[src/rtl/keypad_scanner.sv]
// keypad_scanner
// ---------------------------------------------------------------------------
// Scans a 4x3 active-low matrix keypad. Rows are driven one at a time, and the
// column lines are read back on every scan tick. A key is accepted after
// DEBOUNCE_CNT stable ticks. It is released after DEBOUNCE_CNT stable high
// ticks. Each accepted press gives one Valid_1 pulse and a 4-bit code.
//
// Ports
//   clk      in   1  system clock
//   reset_1  in   1  asynchronous active-low reset
//   Col      in   3  column lines, active-low, Col[0] = left column
//   Row      out  4  row drive, active-low, exactly one bit low
//   Code_1   out  4  code of last accepted key (0-9, '#'=1010, '*'=1011)
//   Valid_1  out  1  one-clock pulse per accepted press
//   S_Row    out  1  debounced key-held level
//
// Handshake: Valid_1 is a single-cycle strobe and there is no ready. Code_1 is
// stable from the Valid_1 cycle until the next accepted press.
// ---------------------------------------------------------------------------
module keypad_scanner #(
    parameter int SCAN_DIV     = 1000,
    parameter int DEBOUNCE_CNT = 4
) (
    input  logic       clk,
    input  logic       reset_1,
    input  logic [2:0] Col,
    output logic [3:0] Row,
    output logic [3:0] Code_1,
    output logic       Valid_1,
    output logic       S_Row
);

    localparam int TICK_W = (SCAN_DIV > 1) ? $clog2(SCAN_DIV) : 1;
    // Wide enough to hold DEBOUNCE_CNT itself.
    localparam int DEB_W  = $clog2(DEBOUNCE_CNT + 1);

    localparam logic [TICK_W-1:0] TICK_LAST = TICK_W'(SCAN_DIV - 1);
    localparam logic [DEB_W-1:0]  DEB_MAX   = DEB_W'(DEBOUNCE_CNT);
    localparam logic [DEB_W-1:0]  DEB_ONE   = DEB_W'(1);

    typedef enum logic [1:0] {
        ST_SCAN     = 2'd0,
        ST_DEBOUNCE = 2'd1,
        ST_PRESSED  = 2'd2
    } state_t;

    state_t            state_q, state_d;
    logic [TICK_W-1:0] tick_cnt_q;
    logic [2:0]        col_meta_q, col_sync_q;
    logic [1:0]        row_q, row_d;
    logic [1:0]        lat_col_q, lat_col_d;
    logic [DEB_W-1:0]  deb_q, deb_d;
    logic [3:0]        code_q, code_d;
    logic              valid_q, valid_d;
    logic              s_row_q, s_row_d;

    logic              tick;
    logic              any_low;
    logic [1:0]        sel_col;
    logic              lat_low;

    // Maps a row and column to the key code. Row 3 holds '*', '0' and '#'.
    // Rows 0-2 hold the digits 1-9, numbered as row*3 + col + 1.
    function automatic logic [3:0] key_code(input logic [1:0] r, input logic [1:0] c);
        logic [3:0] code;
        code = 4'd0;
        if (r == 2'd3) begin
            case (c)
                2'd0:    code = 4'b1011;
                2'd1:    code = 4'b0000;
                default: code = 4'b1010;
            endcase
        end else begin
            code = ({2'b00, r} * 4'd3) + {2'b00, c} + 4'd1;
        end
        return code;
    endfunction

    assign tick    = (tick_cnt_q == TICK_LAST);
    assign any_low = ~&col_sync_q;

    // When several columns are low, the lowest index wins.
    always_comb begin
        sel_col = 2'd2;
        if (!col_sync_q[0])      sel_col = 2'd0;
        else if (!col_sync_q[1]) sel_col = 2'd1;
    end

    always_comb begin
        lat_low = 1'b0;
        case (lat_col_q)
            2'd0:    lat_low = ~col_sync_q[0];
            2'd1:    lat_low = ~col_sync_q[1];
            default: lat_low = ~col_sync_q[2];
        endcase
    end

    always_ff @(posedge clk or negedge reset_1) begin
        if (!reset_1) begin
            tick_cnt_q <= '0;
            col_meta_q <= 3'b111;
            col_sync_q <= 3'b111;
            state_q    <= ST_SCAN;
            row_q      <= 2'd0;
            lat_col_q  <= 2'd0;
            deb_q      <= '0;
            code_q     <= 4'b0000;
            valid_q    <= 1'b0;
            s_row_q    <= 1'b0;
        end else begin
            tick_cnt_q <= tick ? '0 : tick_cnt_q + 1'b1;
            col_meta_q <= Col;
            col_sync_q <= col_meta_q;
            state_q    <= state_d;
            row_q      <= row_d;
            lat_col_q  <= lat_col_d;
            deb_q      <= deb_d;
            code_q     <= code_d;
            valid_q    <= valid_d;
            s_row_q    <= s_row_d;
        end
    end

    // Accepting a key sets the code, the strobe and the held level on the
    // same edge, so Valid_1 comes one clock after the final debounce tick.
    // deb_q doubles as the release counter while a key is held.
    always_comb begin
        state_d   = state_q;
        row_d     = row_q;
        lat_col_d = lat_col_q;
        deb_d     = deb_q;
        code_d    = code_q;
        valid_d   = 1'b0;
        s_row_d   = s_row_q;
        if (tick) begin
            case (state_q)
                ST_SCAN: begin
                    if (any_low) begin
                        lat_col_d = sel_col;
                        if (DEB_ONE == DEB_MAX) begin
                            state_d = ST_PRESSED;
                            deb_d   = '0;
                            code_d  = key_code(row_q, sel_col);
                            valid_d = 1'b1;
                            s_row_d = 1'b1;
                        end else begin
                            state_d = ST_DEBOUNCE;
                            deb_d   = DEB_ONE;
                        end
                    end else begin
                        row_d = row_q + 2'd1;
                    end
                end
                ST_DEBOUNCE: begin
                    if (lat_low) begin
                        if ((deb_q + DEB_ONE) == DEB_MAX) begin
                            state_d = ST_PRESSED;
                            deb_d   = '0;
                            code_d  = key_code(row_q, lat_col_q);
                            valid_d = 1'b1;
                            s_row_d = 1'b1;
                        end else begin
                            deb_d = deb_q + DEB_ONE;
                        end
                    end else begin
                        // Bounce or early release: the press is dropped.
                        state_d = ST_SCAN;
                        deb_d   = '0;
                        row_d   = row_q + 2'd1;
                    end
                end
                ST_PRESSED: begin
                    if (lat_low) begin
                        deb_d = '0;
                    end else if ((deb_q + DEB_ONE) == DEB_MAX) begin
                        state_d = ST_SCAN;
                        deb_d   = '0;
                        s_row_d = 1'b0;
                        row_d   = row_q + 2'd1;
                    end else begin
                        deb_d = deb_q + DEB_ONE;
                    end
                end
                default: begin
                    state_d = ST_SCAN;
                    deb_d   = '0;
                end
            endcase
        end
    end

    assign Row     = ~(4'b0001 << row_q);
    assign Code_1  = code_q;
    assign Valid_1 = valid_q;
    assign S_Row   = s_row_q;

endmodule
[config.mk]
export PLATFORM = sky130hd
export DESIGN_NAME = keypad_scanner
export DESIGN_NICKNAME = d
export VERILOG_FILES = /design/src/rtl/keypad_scanner.sv
export SDC_FILE = /design/constraint.sdc
export NUM_CORES = 1
export LEC_CHECK = 0
export CORE_MARGIN = 4
export CORE_UTILIZATION = 54
export DETAILED_ROUTE_END_ITERATION = 6
export GPL_TIMING_DRIVEN = 1
export PLACE_DENSITY = 0.76
export SYNTH_ARGS = -nofsm -noshare
export SYNTH_HDL_FRONTEND = slang
export SYNTH_SLANG_ARGS = --single-unit
export TNS_END_PERCENT = 100
[constraint.sdc]
create_clock -name clk -period 3.4 [get_ports clk]
set_input_delay 0.51 -clock clk [delete_from_list [all_inputs] [get_ports clk]]
set_output_delay 0.51 -clock clk [all_outputs]
set_load 0.01 [all_outputs]
==> results_dict.tcl, run 1 <==
set metrics [dict create \
    synthCells 153 \
    drt_pass1_iterations 4 \
    synth.avg_cell_area_um2 10.9 \
    synth_xor_area_share_pct 4.20 \
    place_congestion 0.824 \
    clockBufferDepth 2 \
    synth_area_leader_cell "dfrtp_1" \
    vias 1087 \
    peakVddDrop_uv 207 \
    drt_iter0_drc 32 \
    cts_made_buffers 5 \
    arrival_ps 1740 \
    slew_viol_final 0 \
    pin_count 15 \
    clk_pin_slew_ps 80 \
    ys_ff_latch 31 \
    postCtsResizedCells 0 \
    synth_top_area_share_pct 37.5 \
    p_comb_share_pct 3.0 \
    crit_fanout 6 \
    die_y_um 63.6 \
    core_area_mm2 0.00285 \
    r2r_start "row_q[0]" \
    instances_no_fill 202 \
    fin_crit_ps 2250 \
    grt_pass1_wl_um 4840 \
    swShare_pct 21.2 \
    dp_hpwl_um 1960 \
    power_leakage_nw 0.903 \
    path_class "flip-flop to output pin" \
    post-place-ws_ps 1240 \
    grt.total_usage_pct 15.1 \
    cts_setup_buffers 0 \
    num_rows 19 \
    gr-total-overflow 0 \
    cts-root-buf "clkbuf_4" \
    async_flop_share_pct 100 \
    setup_viol 0 \
    worst_slack_ps 1150 \
    synthTopCellsByArea "dfrtp_1 (37%), dfstp_2 (9.4%), ha_1 (8.2%), inv_1 (3.8%), mux2_4 (3.6%)" \
    post-route-period-util_pct 66.2 \
    synth_area_mm2 0.00167 \
    syn2layout_area_growth_pct 12.3 \
    die_area_mm2 0.00404 \
    ys.flop_type "dfrtp_1" \
    holdBufCountCts 0 \
    fin_setup_tns_ps 0 \
    cts.sinks 31 \
    crit_required_ps 2890 \
    ant_nets 0 \
    drv_cap 0 \
    hp-class "flip-flop to flip-flop" \
    synthMuxAreaShare_pct 6.90 \
    max_freq_mhz 445 \
    post_drt_wl_per_cell_um 12.9 \
    synth_cell_types 45 \
    cts_tree "built" \
    hold_start "col_meta_q[2]" \
    power_density_mw_per_mm2 314 \
    clockPowerShare_pct 33.0 \
    finalClockSkew_ps 13.7 \
    first_global_vias 1053 \
    dp.cells 194 \
    start_util_pct 58.5 \
    nets 188 \
    antenna_cells 0 \
    antenna_found_initial 0 \
    p_sw_w 0.000125 \
    yosysSeqAreaShare_pct 46.9 \
    synth_top_family_by_area "simple AND/OR/NAND/NOR gates" \
    yosysMostFrequentCell "dfrtp_1" \
    drive_gt1_share_pct 12.3 \
    p_int_w 0.000464 \
    power_frac_seq_pct 64.1 \
    grt_max_degree 32 \
    yosys.area_share.adder_pct 10.6 \
    hold_viol_final 0 \
    utilization_pct 65.7 \
    dieWidth_um 63.6 \
    drc_errors 0 \
    portBuffers 14 \
    synth_edf_count 0 \
    drt_wl_total_um 2610 \
    syn_nets 171 \
    yosysWarnings 0 \
    cp-startpoint "row_q[0]" \
    viasPerCell 5.38 \
    relSlewSlack_pct 57.1 \
    synth_compound_area_share_pct 11.0 \
    critPathCaptureType "output pin" \
    htree_num_levels 2 \
    rsz0062_at_grt "no" \
    status "finished, final reports clean" \
    tightest_slew_ps 643 \
    synthTopCellsByCount "dfrtp_1 (25), inv_1 (17), ha_1 (11), nand2_1 (11), nor2_1 (11)" \
    start_kind "flip-flop" \
    synth-simple-area-share_pct 14.7 \
    insertion_delay_ps 320 \
]
-- routing by layer --
| metal | vias up | part of all wire, % | GRT usage, % | wire length (um) |
|---|---|---|---|---|
| met5 | - | 0 | 0 | 0 |
| met4 | 0 | 0.65 | 4.85 | 17 |
| met3 | 2 | 4.5 | 5.51 | 117 |
| met2 | 20 | 43 | 22.2 | 1130 |
| met1 | 508 | 52 | 20.7 | 1350 |
| li1 | 557 | - | - | - |
-- final cells by class --
| type | count | area, um^2 |
|---|---|---|
| Tap cell | 31 | 38.8 |
| Timing Repair Buffer | 15 | 148 |
| Clock buffer | 8 | 48.8 |
| Fill cell | 224 | 978 |
| Inverter | 17 | 63.8 |
| Multi-Input combinational cell | 100 | 792 |
| Sequential cell | 31 | 783 |
-- metrics by stage --
step                      cell area [um^2]  total power (W)  hold WS, ps
after detailed placement              1830         0.000403          347
final                                 1870         0.000589          359
after global routing                  1870         0.000621          365
after global placement                1830         0.000402          347
after CTS                             1870         0.000599          360
after floorplan                       1670         0.000389          214
-- power by group through the flow --
stage / logic (W) / clock network (W) / registers [W]
after detailed placement: 0.0000184 / 0 / 0.000384
after CTS: 0.0000184 / 0.000204 / 0.000377
after global routing: 0.0000203 / 0.000223 / 0.000378
final: 0.0000175 / 0.000194 / 0.000377
after global placement: 0.0000181 / 0 / 0.000384
after floorplan: 0.00000490 / 0 / 0.000384
-- cells by family after synthesis --
logic type | count (synthesis)
AOI/OAI and AO/OA | 25
xor gates and xnor gates | 8
adders and majority gates | 13
buffers and inverters | 22
DFF | 31
muxes | 9
and+or+nand+nor | 45
-- layout by cell type, fill, tap and decap left out, types with 2 or more instances in the layout --
cell type,instances
and2_1,2
and3_1,3
nand2_1,11
dfstp_2,6
inv_1,17
clkdlybuf4s50_1,14
a21o_1,2
dfrtp_1,25
nand4_1,2
clkbuf_1,3
xnor2_1,2
nor2b_1,2
a31oi_1,4
o31ai_1,2
xor2_1,6
fa_1,2
nor3_1,3
a21oi_1,2
o211ai_1,2
nor2_1,11
mux2_4,4
clkbuf_4,5
mux2i_1,3
nand3_1,4
ha_1,11
o21ai_0,3
-- flip-flops by register name (all words and copies together), names as in the netlist --
name and cells:
state_q 2, Code_1 4, row_q 2, col_sync_q 3
Valid_1 1, tick_cnt_q 10, lat_col_q 2, deb_q 3
S_Row 1, col_meta_q 3
-- path summary, 6_finish.rpt --
path	end	slack [ps]	cells past startpoint
worst max-delay path	Row[3]	1150	3
worst min register to register	col_sync_q[2]	360	0
max in group asynchronous	col_meta_q[0]	2500	2
min in group asynchronous	deb_q[2]	560	2
worst max register to register	Code_1[3]	1230	6
worst min-delay path	col_sync_q[2]	360	0
-- critical path, stage by stage (launching register included) --
cell	delay (ps)
dfrtp_1	470
ha_1	270
inv_1	120
clkdlybuf4s50_1	560
No activity file was read; power rests on OpenSTA's default activity.
==> run 2: changes to the inputs <==
- CORE_UTILIZATION: 54 -> 51
- PLACE_DENSITY: 0.76 -> 0.75
- clock period: 3.4 -> 1.96 ns (I/O delays scaled with it)
==> results_dict.tcl, run 2 (synthesis results as in run 1) <==
set metrics [dict create \
    status "complete, but fails checks" \
    violations "negative setup slack" \
    drive_gt1_share_pct 20.0 \
    cts_made_buffers 5 \
    drt_iter0_drc 62 \
    grt.total_usage_pct 16.1 \
    drv_cap 0 \
    antenna_cells 0 \
    cts.sinks 31 \
    arrival_ps 2220 \
    drt_wl_total_um 3040 \
    portBuffers 14 \
    place_area_mm2 0.00192 \
    drt-met1-wl_um 1240 \
    clockBufferDepth 2 \
    final_cell_mix "dfrtp_1 (24), inv_1 (17), nand2_1 (11), nor2_1 (11), ha_1 (11)" \
    hp-class "input pin to async pin" \
    power_density_mw_per_mm2 563 \
    worst_slack_ps -26.5 \
    cts_setup_buffers 0 \
    num_rows 20 \
    die_area_mm2 0.00425 \
    fin_crit_ps 1990 \
    grt_pass1_wl_um 5050 \
    relSlewSlack_pct 74.8 \
    dr_wl_met3_um 156 \
    power_leakage_nw 0.965 \
    cts-root-buf "clkbuf_4" \
    post-route-period-util_pct 101 \
    ant_nets 0 \
    cts_tree "built" \
    final_cell_area_mm2 0.00198 \
    insertion_delay_ps 340 \
    tightest_slew_ps 379 \
    top_register "tick_cnt_q" \
    finalClockSkew_ps 11.8 \
    antenna_found_initial 0 \
    max_freq_mhz 503 \
    clk_pin_slew_ps 100 \
    drt_pass1_iterations 4 \
    crit_required_ps 2190 \
    dieWidth_um 65.2 \
    vias 1195 \
    syn2layout_area_growth_pct 18.8 \
    slew_viol_final 0 \
    place_congestion 0.778 \
    htree_num_levels 2 \
    peakVddDrop_uv 377 \
    wl_met2_um 1590 \
    rsz0062_at_grt "yes" \
    core_area_mm2 0.00310 \
    start_util_pct 53.8 \
    top_layer_used "met4" \
    start_kind "flip-flop" \
    instances_no_fill 224 \
    dp_hpwl_um 2280 \
    path_class "flip-flop to flip-flop" \
    drc_errors 0 \
    hold_viol_final 0 \
    gr-total-overflow 0 \
    utilization_pct 63.9 \
    die_y_um 65.2 \
    final_common_cell "dfrtp_1" \
    critPathCaptureType "flip-flop" \
    setup_viol 2 \
    crit_fanout 2 \
    largest_register_ffs 10 \
    post_drt_wl_per_cell_um 13.6 \
    holdWs_ps 334 \
    grt_max_degree 32 \
    first_global_vias 1177 \
    nets 197 \
    dp.cells 216 \
    pin_count 15 \
    viasPerCell 5.33 \
]
[run 2: cell count changes in the layout (fill, tap and decap cells not counted), sizes merged]
cell / delta
buf: +9
clkdlybuf4s50: -4
dlygate4sd2: +4
[run 2: final timing paths]
check	start	to	slack, ps	cells after the start
worst max-delay path	row_q[1]	Code_1[1]	-30	5
worst min-delay path	reset_1	state_q[1]	330	2
worst max register to register	row_q[1]	Code_1[1]	-30	5
worst min register to register	col_meta_q[1]	col_sync_q[1]	360	0
max in group asynchronous	reset_1	col_sync_q[0]	1300	2
min in group clk	col_meta_q[1]	col_sync_q[1]	360	0
[run 2: layer usage]
layer / vias to the layer above / global-route usage, %
li1: 581 / -
met1: 585 / 17.1
met2: 24 / 27.6
met3: 5 / 6.84
met4: 0 / 6.99
met5: - / 0
[run 2: timing repair]
item | CTS | global route
resized for setup | 4 | 2
endpoints found under the setup margin | 7 | 4
hold buffers | 0 | 0
[run 2: power by group]
group	internal [W]	total, W	switching (W)
sequential	0.000651	0.000655	0.00000419
combinational	0.0000134	0.0000323	0.0000189
clock	0.000211	0.000429	0.000218
total	0.000875	0.00112	0.000241
[run 2: worst max-delay path, stage by stage, from the launching register on]
cell and delay, ps:
dfrtp_1 420, fa_1 570, inv_1 70, fa_2 520, a21oi_1 60, mux2_4 270
[run 2: layout make-up]
| type | count | area (um^2) |
|---|---|---|
| inverter | 17 | 63.8 |
| tap | 44 | 55.1 |
| multi-input combinational | 100 | 801 |
| clock buffer | 8 | 68.8 |
| sequential | 31 | 785 |
| fill | 264 | 1120 |
| timing repair buffer | 24 | 210 |
[run 2: metrics by stage]
step / setup slack (ps) / power (W) / setup TNS (ps)
after floorplan: 6.17 / 0.000674 / 0
after global placement: 32.9 / 0.000698 / 0
after detailed placement: -42.0 / 0.000700 / -85.9
after CTS: -41.2 / 0.00113 / -87.6
after global routing: -120 / 0.00118 / -268
final: -26.5 / 0.00112 / -52.1
